--- src/rtl/keypad_pkg.sv ---
// rtl/keypad_pkg.sv - shared state type, key map and key-function codes for keypad entry
package keypad_pkg;

   typedef enum logic [1:0] {SCAN, DEBOUNCE, RELEASE} scan_state_e;

   localparam logic [3:0] KEY_CLEAR = 4'hA;
   localparam logic [3:0] KEY_BACK  = 4'hB;
   localparam logic [3:0] KEY_ENTER = 4'hC;
   localparam int unsigned DEC_MAX  = 1023;

   // Indexed by {row, col}; bottom row carries E 0 F D.
   localparam logic [3:0] KEY_MAP [16] = '{
      4'h1, 4'h2, 4'h3, 4'hA,
      4'h4, 4'h5, 4'h6, 4'hB,
      4'h7, 4'h8, 4'h9, 4'hC,
      4'hE, 4'h0, 4'hF, 4'hD
   };

   function automatic logic single_low(input logic [3:0] col);
      return (col == 4'b1110) || (col == 4'b1101) ||
             (col == 4'b1011) || (col == 4'b0111);
   endfunction

   function automatic logic [1:0] low_index(input logic [3:0] col);
      case (col)
         4'b1101: return 2'd1;
         4'b1011: return 2'd2;
         4'b0111: return 2'd3;
         default: return 2'd0;
      endcase
   endfunction

endpackage

--- src/rtl/keypad_scanner.sv ---
// rtl/keypad_scanner.sv - row scan, input synchronisers, debounce FSM and key decode
module keypad_scanner
   import keypad_pkg::*;
#(
   parameter int unsigned SCAN_DIV       = 50000,
   parameter int unsigned DEBOUNCE_SCANS = 4
) (
   input  logic       clk,
   input  logic       rst,
   input  logic [3:0] col_in,
   input  logic       dec_mode,
   input  logic       enter_btn,
   output logic [3:0] row_out,
   output logic       dec_sync,
   output logic       enter_sync,
   output logic [3:0] key_code,
   output logic       key_pulse
);

   localparam int unsigned DW = (SCAN_DIV > 1) ? $clog2(SCAN_DIV) : 1;
   localparam int unsigned CW = $clog2(DEBOUNCE_SCANS + 1);
   localparam logic [DW-1:0] DIV_LAST = DW'(SCAN_DIV - 1);
   localparam logic [CW-1:0] CNT_LAST = CW'(DEBOUNCE_SCANS - 1);

   logic [3:0]    col_s1_q, col_s2_q;
   logic [1:0]    dec_s_q, ent_s_q;
   logic [DW-1:0] div_q;
   logic          tick;

   scan_state_e   state_q;
   logic [1:0]    row_q;
   logic [3:0]    row_out_q;
   logic [3:0]    pat_q;
   logic [CW-1:0] cnt_q;
   logic [3:0]    code_q;
   logic          pulse_q;

   always_ff @(posedge clk or posedge rst) begin
      if (rst) begin
         col_s1_q <= 4'hF;
         col_s2_q <= 4'hF;
         dec_s_q  <= 2'b00;
         ent_s_q  <= 2'b00;
      end else begin
         col_s1_q <= col_in;
         col_s2_q <= col_s1_q;
         dec_s_q  <= {dec_s_q[0], dec_mode};
         ent_s_q  <= {ent_s_q[0], enter_btn};
      end
   end

   assign tick = (div_q == DIV_LAST);

   always_ff @(posedge clk or posedge rst) begin
      if (rst) div_q <= '0;
      else     div_q <= tick ? '0 : div_q + 1'b1;
   end

   // The press counter doubles as the release counter; both start from a known value on entry.
   always_ff @(posedge clk or posedge rst) begin
      if (rst) begin
         state_q   <= SCAN;
         row_q     <= 2'd0;
         row_out_q <= 4'b1111;
         pat_q     <= 4'hF;
         cnt_q     <= '0;
         code_q    <= 4'h0;
         pulse_q   <= 1'b0;
      end else begin
         pulse_q   <= 1'b0;
         row_out_q <= ~(4'b0001 << row_q);
         if (tick) begin
            unique case (state_q)
               SCAN: begin
                  if (single_low(col_s2_q)) begin
                     pat_q   <= col_s2_q;
                     cnt_q   <= CW'(1);
                     state_q <= DEBOUNCE;
                  end else begin
                     row_q <= row_q + 2'd1;
                  end
               end
               DEBOUNCE: begin
                  if (col_s2_q != pat_q) begin
                     state_q <= SCAN;
                     row_q   <= row_q + 2'd1;
                  end else if (cnt_q >= CNT_LAST) begin
                     code_q  <= KEY_MAP[{row_q, low_index(pat_q)}];
                     pulse_q <= 1'b1;
                     cnt_q   <= '0;
                     state_q <= RELEASE;
                  end else begin
                     cnt_q <= cnt_q + 1'b1;
                  end
               end
               RELEASE: begin
                  if (col_s2_q != 4'hF) begin
                     cnt_q <= '0;
                  end else if (cnt_q >= CNT_LAST) begin
                     cnt_q   <= '0;
                     state_q <= SCAN;
                     row_q   <= row_q + 2'd1;
                  end else begin
                     cnt_q <= cnt_q + 1'b1;
                  end
               end
               default: state_q <= SCAN;
            endcase
         end
      end
   end

   assign row_out    = row_out_q;
   assign dec_sync   = dec_s_q[1];
   assign enter_sync = ent_s_q[1];
   assign key_code   = code_q;
   assign key_pulse  = pulse_q;

endmodule

--- src/rtl/keypad_entry.sv ---
// rtl/keypad_entry.sv - keypad number entry with commit handshake; KEYPAD_ECHO_EN adds the echo port
module keypad_entry
   import keypad_pkg::*;
#(
   parameter int unsigned SCAN_DIV       = 50000,
   parameter int unsigned DEBOUNCE_SCANS = 4
) (
   input  logic       clk,
   input  logic       rst,
   output logic [3:0] row_out,
   input  logic [3:0] col_in,
   input  logic       dec_mode,
   input  logic       enter_btn,
   input  logic       value_ack,
   output logic [9:0] value_out,
   output logic       value_valid,
   output logic [3:0] key_code,
`ifdef KEYPAD_ECHO_EN
   output logic [9:0] echo,
`endif
   output logic       key_pulse
);

   logic        dec_sync, enter_sync;
   logic [9:0]  entry_q, entry_d;
   logic [9:0]  value_q, value_d;
   logic        valid_q, valid_d;
   logic        dec_prev_q, enter_prev_q;
   logic [13:0] dec_sum;
   logic        commit;

   keypad_scanner #(
      .SCAN_DIV       (SCAN_DIV),
      .DEBOUNCE_SCANS (DEBOUNCE_SCANS)
   ) u_scanner (
      .clk        (clk),
      .rst        (rst),
      .col_in     (col_in),
      .dec_mode   (dec_mode),
      .enter_btn  (enter_btn),
      .row_out    (row_out),
      .dec_sync   (dec_sync),
      .enter_sync (enter_sync),
      .key_code   (key_code),
      .key_pulse  (key_pulse)
   );

   // Widened so an overflowing digit can be detected before truncation.
   assign dec_sum = {4'd0, entry_q} * 14'd10 + {10'd0, key_code};
   assign commit  = (enter_sync & ~enter_prev_q) |
                    (key_pulse & dec_sync & (key_code == KEY_ENTER));

   always_comb begin
      entry_d = entry_q;
      value_d = value_q;
      valid_d = valid_q;
      if (key_pulse) begin
         if (!dec_sync) begin
            entry_d = {entry_q[5:0], key_code};
         end else if (key_code <= 4'd9) begin
            if (dec_sum <= 14'(DEC_MAX)) entry_d = dec_sum[9:0];
         end else if (key_code == KEY_CLEAR) begin
            entry_d = '0;
         end else if (key_code == KEY_BACK) begin
            entry_d = entry_q / 10'd10;
         end
      end
      if (dec_sync != dec_prev_q) entry_d = '0;
      if (value_ack) valid_d = 1'b0;
      // A commit while a value is pending is dropped unless the consumer acks in the same cycle.
      if (commit && (!valid_q || value_ack)) begin
         value_d = entry_q;
         valid_d = 1'b1;
         entry_d = '0;
      end
   end

   always_ff @(posedge clk or posedge rst) begin
      if (rst) begin
         entry_q      <= '0;
         value_q      <= '0;
         valid_q      <= 1'b0;
         dec_prev_q   <= 1'b0;
         enter_prev_q <= 1'b0;
      end else begin
         entry_q      <= entry_d;
         value_q      <= value_d;
         valid_q      <= valid_d;
         dec_prev_q   <= dec_sync;
         enter_prev_q <= enter_sync;
      end
   end

   assign value_out   = value_q;
   assign value_valid = valid_q;

`ifdef KEYPAD_ECHO_EN
   assign echo = entry_q;
`endif

endmodule
--- config.mk ---
export PLATFORM = sky130hd
export DESIGN_NAME = keypad_entry
export DESIGN_NICKNAME = d
export VERILOG_FILES = /design/src/rtl/keypad_pkg.sv /design/src/rtl/keypad_scanner.sv /design/src/rtl/keypad_entry.sv
export SDC_FILE = /design/constraint.sdc
export NUM_CORES = 1
export LEC_CHECK = 0
export CORE_UTILIZATION = 50
export CTS_CLUSTER_DIAMETER = 80
export DETAILED_ROUTE_END_ITERATION = 8
export DONT_BUFFER_PORTS = 1
export PLACE_DENSITY = 0.73
export SLEW_MARGIN = 20
export SYNTH_ARGS = -nofsm -noshare
export SYNTH_HDL_FRONTEND = slang
export SYNTH_SLANG_ARGS = --single-unit
--- constraint.sdc ---
create_clock -name clk -period 4.2 [get_ports clk]
set_input_delay 0.63 -clock clk [delete_from_list [all_inputs] [get_ports clk]]
set_output_delay 0.63 -clock clk [all_outputs]
set_load 0.02 [all_outputs]
==> key figures <==
GRT
  – Total Routing Usage GR: 20.8%
  – Global-route wire length before repair: 16.2 mm
  – Largest net degree at the start of global routing: 48
  – Gr ovfl total: 0
  – Number of global-route vias before repair: 3426
  – Initial antenna violation count: 0

STA
  – Rel. slew slack: 47.7%
  – Period utilization: 88.6%
  – Worst-margin pin slew: slightly below 0.8 ns
  – Final Max Slew Viols: 0
  – Min Clock Period, post-route: around 3.7 ns
  – Setup_tns: 0 ns
  – Worst-case clock skew: about 0.010 ns
  – Max frequency: 269 MHz
  – Finish-stage setup viols: 0
  – Final Hold Fails: 0
  – RSZ-0062 raised after global routing: false

Floorplan
  – Initial Util: 52.2%
  – Core area: around 0.0088 mm2
  – Full die area: 0.00957 mm2
  – Die height: between 90 and 100 um
  – I/O pins: 29
  – Die span in x: 97.8 um
  – FP Rows: 34

Power
  – Power Density: 324 mW/mm2
  – Leakage: about 2.2 nW
  – Worst IR drop on VDD: 272 uV
  – Total power draw: between 1.5 and 2 mW

Setup path
  – Data required time of the worst path: 4.43 ns
  – CP max FO: 19
  – Family with the most delay on the worst path: compound AO/OA/AOI/OAI gates
  – Worst Setup End Kind: register
  – Critical Path AT: 3.95 ns
  – CP Launch Type: register
  – Slowest cell delay on critical path: 0.76 ns
  – Critical Path Slowest Stage Cell: dfrtp_1
  – Worst Setup Path Type: reg -> reg
  – Cell Chain, Critical Path: ha_1, ha_1, and3_1, a221oi_1, xnor2_1, nand4_1, mux2_2, o21ai_4, mux2_2
  – WP buf/inv: 0

Clocking
  – Post-CTS setup buffer count: 0
  – Reg clk slew, reported paths: 0.08 ns
  – Htree depth: 3
  – CTS Hold Bufs: 0
  – CTS Buf Count: 9
  – CTS tree: done
  – # resized after CTS: 0
  – # clock sinks: 71
  – Max Buffers Root-to-Sink: 2
  – Clock latency on the worst-skew pair: approximately 0.35 ns
  – Clock tree root buffer cell: clkbuf_8

Yosys
  – Top FF cell, synth: dfrtp_1
  – Synthesized area per cell: 9.73 um2
  – Synth Area in Simple Gates: between 15 and 20%
  – Post-Synthesis Net Count: 518
  – Synth Area in Compound Gates: 16.6%
  – Total of warnings raised by yosys: 0
  – #FFs+latches synth: 71
  – Post-synthesis adder-cell area fraction: 10.9%
  – Register area share after synthesis: 39.1%
  – Netlist cell types: 68
  – Post-Syn Area: approximately 0.0046 mm2
  – Post-synth ARST share: 100%
  – Xor/xnor share of the synthesized area: 6.84%
  – Multiplexer share of the synthesized area: 5.77%
  – Cells after Synth: 472
  – Number of synthesized flops with an enable pin: 0
  – Largest family of logic cells by synthesized area: compound AO/OA/AOI/OAI gates

Placement
  – Post-Place Cells: approximately 570
  – Hpwl dp: 6.93 mm
  – RePlAce Congestion: around 0.90
  – Input/output buffers: 0
  – Placed Area: around 0.0047 mm2

Job
  – Max_cap viols: 0

Layout
  – Area Growth Syn to Fin: 6.10%
  – Fill cells: 773
  – Ant diodes: 0
  – Nets@finish: between 500 and 600
  – Cell area after layout: 0.00487 mm2
  – Non-Filler Instances: between 500 and 600
  – Layout cells sized above 1: 14.3%

Routing
  – DRT antenna net count: 0
  – Initial DRC count: 177
  – DR vias/cell: 6.03
  – Drt wl/cell: around 16 um
  – Final WL: 9.45 mm
  – Via count: about 3500
  – DRC viols: 2
  – DR pass1 iterations: 7

Outcome
  – Violated checks: design-rule violations
  – Outcome: complete, but fails checks

Hold path
  – Hold WC Path Type: in -> reg
[cells in the mapped netlist, types with 4 or more instances]
master / number / share of area (%)
a211oi_1: 5 / 0.82
inv_1: 34 / 2.8
xor2_1: 16 / 3.1
dfrtp_1: 55 / 30
and3_1: 9 / 1.2
nor3_1: 5 / 0.54
mux2i_1: 4 / 0.87
a21oi_1: 28 / 3.1
o2111ai_1: 5 / 0.95
a21o_1: 7 / 1.1
nand2_1: 42 / 3.4
nand4_1: 11 / 1.5
nor2_1: 23 / 1.9
nand2b_1: 6 / 0.82
o21ai_0: 26 / 2.8
or3_1: 4 / 0.54
nand3_1: 13 / 1.4
o211ai_1: 4 / 0.65
dfstp_2: 16 / 9.2
ha_1: 35 / 9.5
nor2b_1: 6 / 0.82
nor4_1: 4 / 0.54
xnor2_1: 18 / 3.4
clkbuf_1: 8 / 0.65
o31ai_1: 4 / 0.65
nor3b_1: 4 / 0.65
mux2_2: 18 / 4.4
[cell families (layout without fill, tap and decap cells)]
logic type	count (synthesis)	in the layout
adders and majority gates	39	39
AOI/OAI and AO/OA	111	111
xor gates and xnor gates	35	35
and+or+nand+nor	142	142
buffers and inverters	51	55
muxes	23	23
DFF	71	71
[layer usage]
metal  part of all wire (%)  vias up  global-route usage, %
li1                       -     1700                      -
met2                     51       88                   36.8
met4                    1.8        0                   5.83
met5                      0        -                      0
met3                    4.4       18                   4.58
met1                     43     1717                   25.5
[state kept, by name, indices dropped and copies added (netlist names), 4 cells and up]
name                count
u_scanner.col_s1_q      4
u_scanner.key_code      4
entry_q                10
u_scanner.pat_q         4
u_scanner.row_out       4
u_scanner.col_s2_q      4
value_out              10
u_scanner.div_q        16
[power by group]
group          internal (mW)  leakage [nW]  total (mW)  switching [mW]
clock network          0.278        0.0968       0.551           0.274
registers              0.713         0.898       0.768          0.0557
logic                  0.107          1.21       0.260           0.153
total                   1.10          2.20        1.58           0.483
[layout by cell type, fill, tap and decap left out, types with 6 or more instances in the layout]
| cell | netlist | layout |
|---|---|---|
| dfrtp_1 | 55 | 55 |
| nand2_1 | 42 | 42 |
| ha_1 | 35 | 35 |
| inv_1 | 34 | 33 |
| a21oi_1 | 28 | 28 |
| o21ai_0 | 26 | 26 |
| nor2_1 | 23 | 23 |
| xnor2_1 | 18 | 18 |
| mux2_2 | 18 | 18 |
| xor2_1 | 16 | 16 |
| dfstp_2 | 16 | 16 |
| nand3_1 | 13 | 13 |
| nand4_1 | 11 | 11 |
| and3_1 | 9 | 9 |
| clkbuf_8 | 0 | 9 |
| a21o_1 | 7 | 7 |
| nand2b_1 | 6 | 6 |
| nor2b_1 | 6 | 6 |
[path summary, 6_finish.rpt]
path	cells past startpoint	slack (ns)	endpoint	startpoint
worst max-delay path	9	0.48	entry_q[9]	entry_q[5]
worst min-delay path	0	0.27	u_scanner.col_s1_q[2]	col_in[2]
worst max register to register	9	0.48	entry_q[9]	entry_q[5]
worst min register to register	0	0.36	u_scanner.col_s2_q[3]	u_scanner.col_s1_q[3]
max in group asynchronous	2	3.06	u_scanner.row_out[1]	rst
min in group asynchronous	1	0.28	u_scanner.dec_s_q[0]	rst
[final cells by class]
class,instances,area (um2),area share [%]
multi-input cells,350,2580,53.0
clock buffers,10,128,2.62
well taps,108,135,2.77
clock inverters,6,68.8,1.41
flip-flops and latches,71,1800,36.9
repair buffers,4,30.0,0.616
inverters,35,133,2.72
[per-stage QoR]
stage / setup slack, ns / utilization, % / hold slack, ns
6_report: 0.479 / 55.3 / 0.267
5_1_grt: 0.212 / 55.3 / 0.238
4_1_cts: 0.563 / 55.3 / 0.255
3_5_place_dp: 0.571 / 53.1 / 0.347
3_3_place_gp: 0.698 / 53.1 / 0.337
2_1_floorplan: 1.11 / - / 0.331
Note: power is estimated with default switching activity, not from simulation.
